### src/rtl/mul_accum_pkg.sv
// Shared definitions for the shift-and-add multiply-accumulate engine.
//   ma_state_t : FSM state encoding (IDLE / BUSY / DONE)
//   MA_WIDTH   : default operand/result width, matching the divider datapath
//   MA_COUNT_W : bit-step counter width for the default width
package mul_accum_pkg;

  typedef enum logic [1:0] {
    IDLE = 2'd0,
    BUSY = 2'd1,
    DONE = 2'd2
  } ma_state_t;

  localparam int unsigned MA_WIDTH   = 21;
  localparam int unsigned MA_COUNT_W = $clog2(MA_WIDTH + 1);

endpackage

### src/rtl/mul_accum_step.sv
// One shift-and-add iteration: conditionally add the multiplicand into the
// accumulator, then advance multiplicand (left) and multiplier (right).
// Ports:
//   acc, mcand        : 2*WIDTH+1-bit accumulator and shifted multiplicand
//   mplier            : WIDTH-bit remaining multiplier bits
//   acc_next, mcand_next, mplier_next : values after this iteration
module mac_step
  import mul_accum_pkg::*;
#(
  parameter int unsigned WIDTH = MA_WIDTH
) (
  input  logic [2*WIDTH:0] acc,
  input  logic [2*WIDTH:0] mcand,
  input  logic [WIDTH-1:0] mplier,
  output logic [2*WIDTH:0] acc_next,
  output logic [2*WIDTH:0] mcand_next,
  output logic [WIDTH-1:0] mplier_next
);

  always_comb begin
    acc_next    = mplier[0] ? acc + mcand : acc;
    mcand_next  = mcand << 1;
    mplier_next = mplier >> 1;
  end

endmodule

### src/rtl/mul_accum.sv
// Sequential multiply-accumulate: opt = ia*ib + ic, one multiplier bit per
// clock, fixed latency. Also used as the divider round-trip self-check.
// Ports:
//   clk, rst   : clock, synchronous active-high reset
//   start      : request, accepted in IDLE or in the DONE cycle
//   ia, ib, ic : multiplicand, multiplier, addend (unsigned)
//   busy       : operation in progress
//   done       : one-cycle pulse, opt/ovf valid
//   opt        : low WIDTH bits of the result, held until the next result
//   ovf        : true result does not fit in WIDTH bits
module mul_accum
  import mul_accum_pkg::*;
#(
  parameter int unsigned WIDTH = MA_WIDTH
) (
  input  logic             clk,
  input  logic             rst,
  input  logic             start,
  input  logic [WIDTH-1:0] ia,
  input  logic [WIDTH-1:0] ib,
  input  logic [WIDTH-1:0] ic,
  output logic             busy,
  output logic             done,
  output logic [WIDTH-1:0] opt,
  output logic             ovf
);

  localparam int unsigned CW = $clog2(WIDTH + 1);
  localparam logic [CW-1:0] LAST = CW'(WIDTH);

  ma_state_t        state;
  logic [2*WIDTH:0] acc;
  logic [2*WIDTH:0] mcand;
  logic [WIDTH-1:0] mplier;
  logic [CW-1:0]    count;

  logic [2*WIDTH:0] acc_next;
  logic [2*WIDTH:0] mcand_next;
  logic [WIDTH-1:0] mplier_next;
  logic             accept;

  mac_step #(.WIDTH(WIDTH)) u_step (
    .acc        (acc),
    .mcand      (mcand),
    .mplier     (mplier),
    .acc_next   (acc_next),
    .mcand_next (mcand_next),
    .mplier_next(mplier_next)
  );

  assign accept = start && (state == IDLE || state == DONE);

  // BUSY spans WIDTH step edges plus one finalising edge (count == WIDTH)
  // that publishes the result, giving done at start edge + WIDTH + 1.
  always_ff @(posedge clk) begin
    if (rst) begin
      state  <= IDLE;
      acc    <= '0;
      mcand  <= '0;
      mplier <= '0;
      count  <= '0;
      busy   <= 1'b0;
      done   <= 1'b0;
      opt    <= '0;
      ovf    <= 1'b0;
    end else if (accept) begin
      state  <= BUSY;
      mcand  <= {{(WIDTH+1){1'b0}}, ia};
      acc    <= {{(WIDTH+1){1'b0}}, ic};
      mplier <= ib;
      count  <= '0;
      busy   <= 1'b1;
      done   <= 1'b0;
    end else begin
      case (state)
        BUSY: begin
          if (count == LAST) begin
            state <= DONE;
            busy  <= 1'b0;
            done  <= 1'b1;
            opt   <= acc[WIDTH-1:0];
            ovf   <= |acc[2*WIDTH:WIDTH];
          end else begin
            acc    <= acc_next;
            mcand  <= mcand_next;
            mplier <= mplier_next;
            count  <= count + 1'b1;
          end
        end
        DONE: begin
          state <= IDLE;
          done  <= 1'b0;
        end
        default: begin
          state <= IDLE;
          busy  <= 1'b0;
          done  <= 1'b0;
        end
      endcase
    end
  end

endmodule

### config.mk
export PLATFORM = sky130hd
export DESIGN_NAME = mul_accum
export DESIGN_NICKNAME = d
export VERILOG_FILES = /design/src/rtl/mul_accum_pkg.sv /design/src/rtl/mul_accum_step.sv /design/src/rtl/mul_accum.sv
export SDC_FILE = /design/constraint.sdc
export NUM_CORES = 1
export LEC_CHECK = 0
export CAP_MARGIN = 20
export CORE_ASPECT_RATIO = 1.75
export CORE_MARGIN = 4
export CORE_UTILIZATION = 52
export DETAILED_ROUTE_END_ITERATION = 10
export PLACE_DENSITY = 0.75
export SYNTH_ARGS = -nofsm -noshare
export SYNTH_HDL_FRONTEND = slang
export SYNTH_SLANG_ARGS = --single-unit
### constraint.sdc
create_clock -name clk -period 3.6 [get_ports clk]
set_clock_uncertainty 0.1 [all_clocks]
set_input_delay 0.36 -clock clk [delete_from_list [all_inputs] [get_ports clk]]
set_output_delay 0.36 -clock clk [all_outputs]
set_load 0.02 [all_outputs]
# Yosys cells after proc, flatten, opt, wreduce, memory -nomap -nowiden
# Cells that the tools add are included.
# totals
register_bits,137
output_inout_bits,24
elab_cells,52
# op_classes
add_sub_neg,2
n_eq_ne,6
n_mux,16
bitwise_logic,3
n_reduce_logical,14
# ops
cell,n
two-way mux 21 bit,10
adder 43 bit,1
OR reduction 22 bit,1
AND reduction 3 bit,3
AND reduction 2 bit,3
adder 5 x 1 -> 5 bit (second input constant),1
== test 5 bit (second input constant),1
two-way mux 1 bit,5
!= test 2 bit (second input constant),2
nonzero test 2 bit,2
!= test 3 bit (second input constant),1
inverter 1 bit,3
OR reduction 3 bit,1
== test 2 x 1 -> 1 bit (second input constant),1
== test 2 bit (second input constant),1
zero test 2 bit,1
case mux 1 bit (2 select lines),1
OR reduction 2 bit,1
logical AND 1 bit,1
logical OR 1 bit,1

# Logic depth before layout (Yosys ltp)
# depth
ltp_word,5
ltp_mapped,12

# By module
# Synthesis repeated with hierarchy kept, for this count alone.
# unflattened
hier_cells,1191
area_unflattened_um2,9472.8
# by_module_without_submodules
module,n_inst,cells_per_inst,area_each_um2,seq_area_each_um2
mul_accum,1,716,5851.9,2742.6
mac_step,1,475,3621.0,0.0

# Least setup slack after synthesis
# No wires, ideal clock.
# synth_timing
path_type,reg2reg
startpoint,reg acc[0]
endpoint,reg acc[40]
t_arrival_ns,2.471
required_ns,3.378
path_slack_ns,0.907
stages_incl_launch_ff,13
cell_sequence,dfxtp_1 > ha_1 > inv_1 > fa_1 > nor2b_4 > o31a_1 > o31ai_2 > a21oi_2 > nor2b_4 > o311ai_1 > nand3_2 > mux2i_1 > a311o_1
# synth_via
elab_chain_len,1
# synth_lines
item,line_no,text
start: declaration,mul_accum.sv:32,logic [2*WIDTH:0] acc;
start signal: assignment,mul_accum.sv:69,"acc <= {{(WIDTH+1){1'b0}}, ic};"
start signal: assignment,mul_accum.sv:84,acc <= acc_next;
adder 43 bit,mul_accum_step.sv:21,acc_next = mplier[0] ? acc + mcand : acc;
# Every way passes these cells.
# A chain may end at the register's enable or synchronous reset.

# Final worst setup path
# layout_timing
startpoint,reg mcand[0]
endpoint,reg acc[40]
# layout_via
elab_chain_len,1
# layout_lines
item,line_no,text
start: declaration,mul_accum.sv:33,logic [2*WIDTH:0] mcand;
start signal: assignment,mul_accum.sv:68,"mcand <= {{(WIDTH+1){1'b0}}, ia};"
start signal: assignment,mul_accum.sv:85,mcand <= mcand_next;
adder 43 bit,mul_accum_step.sv:21,
# Every way passes these cells.

==> impl_results.md <==
- Clock Tree Buf Depth: 2
- Mapped cell area: 7940 sq um
- CP startpoint kind: flip-flop
- CTS Hold Buffers Added: 0
- RSZ-0062 raised after global routing: false
- PD cells: 420 nW/um^2
- Endpoints failing setup: 0
- Crit-path max FO: 6
- Min-Delay Path Class: in -> reg
- Postcts setup bufs: 0
- Core ar.: 14900 sq um
- Dpl hpwl: 15.8 mm
- Period utilisation layout: 0.809
- Max-Slew Margin vs Limit: 0.387
- Port bufs: 89
- Synthesis-stage register bit count: 137
- Largest net degree at the start of global routing: 122
- Initial antenna violation count: 0
- Area Growth Syn to Fin: 19.2%
- Post-synth top area share: 0.345
- Starting Density: 0.533
- Gate Count Post-Synth: 1058
- Vias in the first global route: 7687
- Worst slew pin tran: 0.920 ns
- Layout cell share with drive strength beyond 1: 0.0637
- Synth unique cells: 69
- Reg2Reg Setup Slack: 0.69 ns
- GRT overflow: 0
- Max frequency: 343 MHz
- P_int: 2810 uW
- Vias: 7710
- Fin crit period: 2.91 ns
- H-tree Lvls: 4
- Logic pwr share: 0.140
- Worst setup path class: reg -> reg
- Worst Reg-to-Reg Cells: 12
- TNS Setup: 0 ns
- WL per Instance: 17.2 um
- Setup crit start: mcand[0]
- Ys Warns: 0
- Die ar.: 17400 sq um
- Clock power share: 0.447
- Ant diodes: 0
- Switching part of the total: 0.294
- Die Ht: 171 um
- Critical Path End: acc[40]
- DR vias/cell: 5.94
- Register area share after synthesis: 0.345
- Residual DRC: 0
- Final WL: 22.4 mm
- Fin util: 0.635
- Row cnt: 59
- Final Hold Viols: 0
- Worst reg2reg path endpoint: acc[40]
- Crit path DAT: 3.12 ns
- Num CTS Buffers: 17
- Critical path endpoint category: flip-flop
- Initial drt markers: 436
- Nets: 1212
- Worst EP required: 3.81 ns
- Main flop type after synthesis: dfxtp_1
- Syn Nets: 1169
- # IOs: 90
- Max-cap violation count: 0
- Clk root buf: clkbuf_16
- Sequential share of power: 0.413
- Sinks on Clock Net: 137
- Placer Congestion: 0.972
- DRT Pass-1 Iters: 5
- Skew-Pair Late Insertion Delay: 0.42 ns
- R2R Path Start: mcand[0]
- Peak supply drop: 0.313 mV
- CTS resizes: 0
- Mapped Avg Cell Area: 7.51 sq um
- Yosys top cell by area: dfxtp_1
- Filler Cell Count: 1364
- Global-route wire length before repair: 36.5 mm
- Die W: 101 um
- Post-synth ARST share: 0
- Final ANT Viol Nets: 0
- Status: finished clean
- NetSw: 1170 uW
- CTS tree: done
- Leak: 0.00354 uW
- Top post-synthesis cells by area: dfxtp_1 35%, nand2_1 13%, ha_1 6.9%, a21oi_1 6.3%, a311oi_1 6.3%
- GR Util All Layers: 0.261
- Post-synth EDFFs: 0
- Clock slew at reported path FFs: 0.07 ns
- Final Slew Violations: 0
-- synthesized netlist by cell type (4+ instances only) --
cell,number
a211oi_1,6
a21o_1,18
a21oi_1,100
a21oi_2,4
a311oi_1,57
a31oi_1,5
buf_1,15
buf_6,5
clkbuf_1,53
dfxtp_1,137
ha_1,44
inv_1,10
nand2_1,267
nand2b_1,9
nand3_1,29
nand4_1,12
nor2_1,100
nor2b_1,10
nor3_1,15
nor4_1,7
o211ai_1,6
o21a_1,5
o21ai_0,40
o21bai_1,4
o31ai_1,4
xnor2_1,18
xor2_1,21
-- power by group through the flow --
stage	registers, uW	logic, uW	clock network, uW
after floorplan	1660	397	0
final	1640	557	1780
after detailed placement	1670	550	0
after global placement	1670	547	0
after CTS	1640	555	1790
after global routing	1650	618	1870
-- metrics by stage --
step	cells	power [uW]	cell area [sq um]	worst slack, ns	hold slack (ns)
5_1_grt	1297	4140	9470	0.468	0.0546
4_1_cts	1297	3990	9470	0.683	0.0553
3_3_place_gp	1265	2220	8870	0.741	0.343
2_1_floorplan	1058	2050	7940	0.907	0.344
3_5_place_dp	1265	2220	8870	0.708	0.348
6_report	1297	3970	9470	0.688	0.0601
-- worst min-delay path by stage --
| stage | end | cells after the start | start |
|---|---|---|---|
| after floorplan | acc[28] | 2 | acc[28] |
| after global placement | opt[0] | 2 | opt[0] |
| after detailed placement | opt[17] | 2 | opt[17] |
| after CTS | ovf | 2 | rst |
| after global routing | ovf | 2 | rst |
| final | ovf | 2 | rst |
-- cells by family (layout without fill, tap and decap cells) --
group / Yosys count / in the layout / synth area share
AO/OA/AOI/OAI: 279 / 279 / 0.238
XOR/XNOR: 39 / 39 / 0.0430
adder cells (fa/ha/maj): 45 / 45 / 0.0718
buffers and inverters: 87 / 143 / 0.0468
flip-flops: 137 / 137 / 0.345
multiplexers: 1 / 1 / 0.00126
AND/OR/NAND/NOR: 470 / 470 / 0.254
-- cells in the final DEF (no fill, tap or decap), types with 4 or more instances in the layout --
cell / count
a21o_1: 18
a21oi_1: 100
clkdlybuf4s50_1: 88
nor4_1: 7
xor2_1: 21
nand2b_1: 8
xnor2_1: 18
nand3_1: 29
a211oi_1: 6
o21a_1: 5
nand2_1: 266
ha_1: 44
nor2b_1: 10
buf_4: 9
nor2_1: 99
a21oi_2: 4
inv_6: 6
a311oi_1: 57
inv_1: 10
o21ai_0: 40
o31ai_1: 4
o21bai_1: 4
nand4_1: 12
clkbuf_16: 17
a31oi_1: 5
dfxtp_1: 137
nor3_1: 15
o211ai_1: 6
-- registers in the layout, summed over array words and instances, names as in the netlist --
register,cells
mcand,43
busy,1
mplier,21
ovf,1
acc,43
opt,21
count,5
state,2
-- routing by layer --
| layer | GRT usage | vias to the layer above | part of all wire |
|---|---|---|---|
| li1 | - | 3815 | - |
| met1 | 0.288 | 3598 | 0.39 |
| met2 | 0.465 | 225 | 0.52 |
| met3 | 0.0422 | 72 | 0.038 |
| met4 | 0.146 | 0 | 0.052 |
| met5 | 0 | - | 0 |
-- area by class of cell --
type | count | area, sq um | share of cell area
inverter | 10 | 37.5 | 0.00396
timing repair buffer | 101 | 1010 | 0.107
clock buffer | 17 | 425 | 0.0449
multi-input combinational | 834 | 4850 | 0.512
clock inverter | 15 | 175 | 0.0185
tap | 183 | 229 | 0.0242
sequential | 137 | 2740 | 0.290
-- critical path, cell delays in order, from the launching register on --
cell and delay, ns:
dfxtp_1 0.36, ha_1 0.17, inv_1 0.06, fa_1 0.43, nor2b_4 0.14, o31a_1 0.20
o31ai_2 0.10, a21oi_2 0.18, nor2b_4 0.08, o311ai_1 0.40, nand3_2 0.14, mux2i_1 0.14
a311o_1 0.31
No activity file was read; power rests on OpenSTA's default activity.
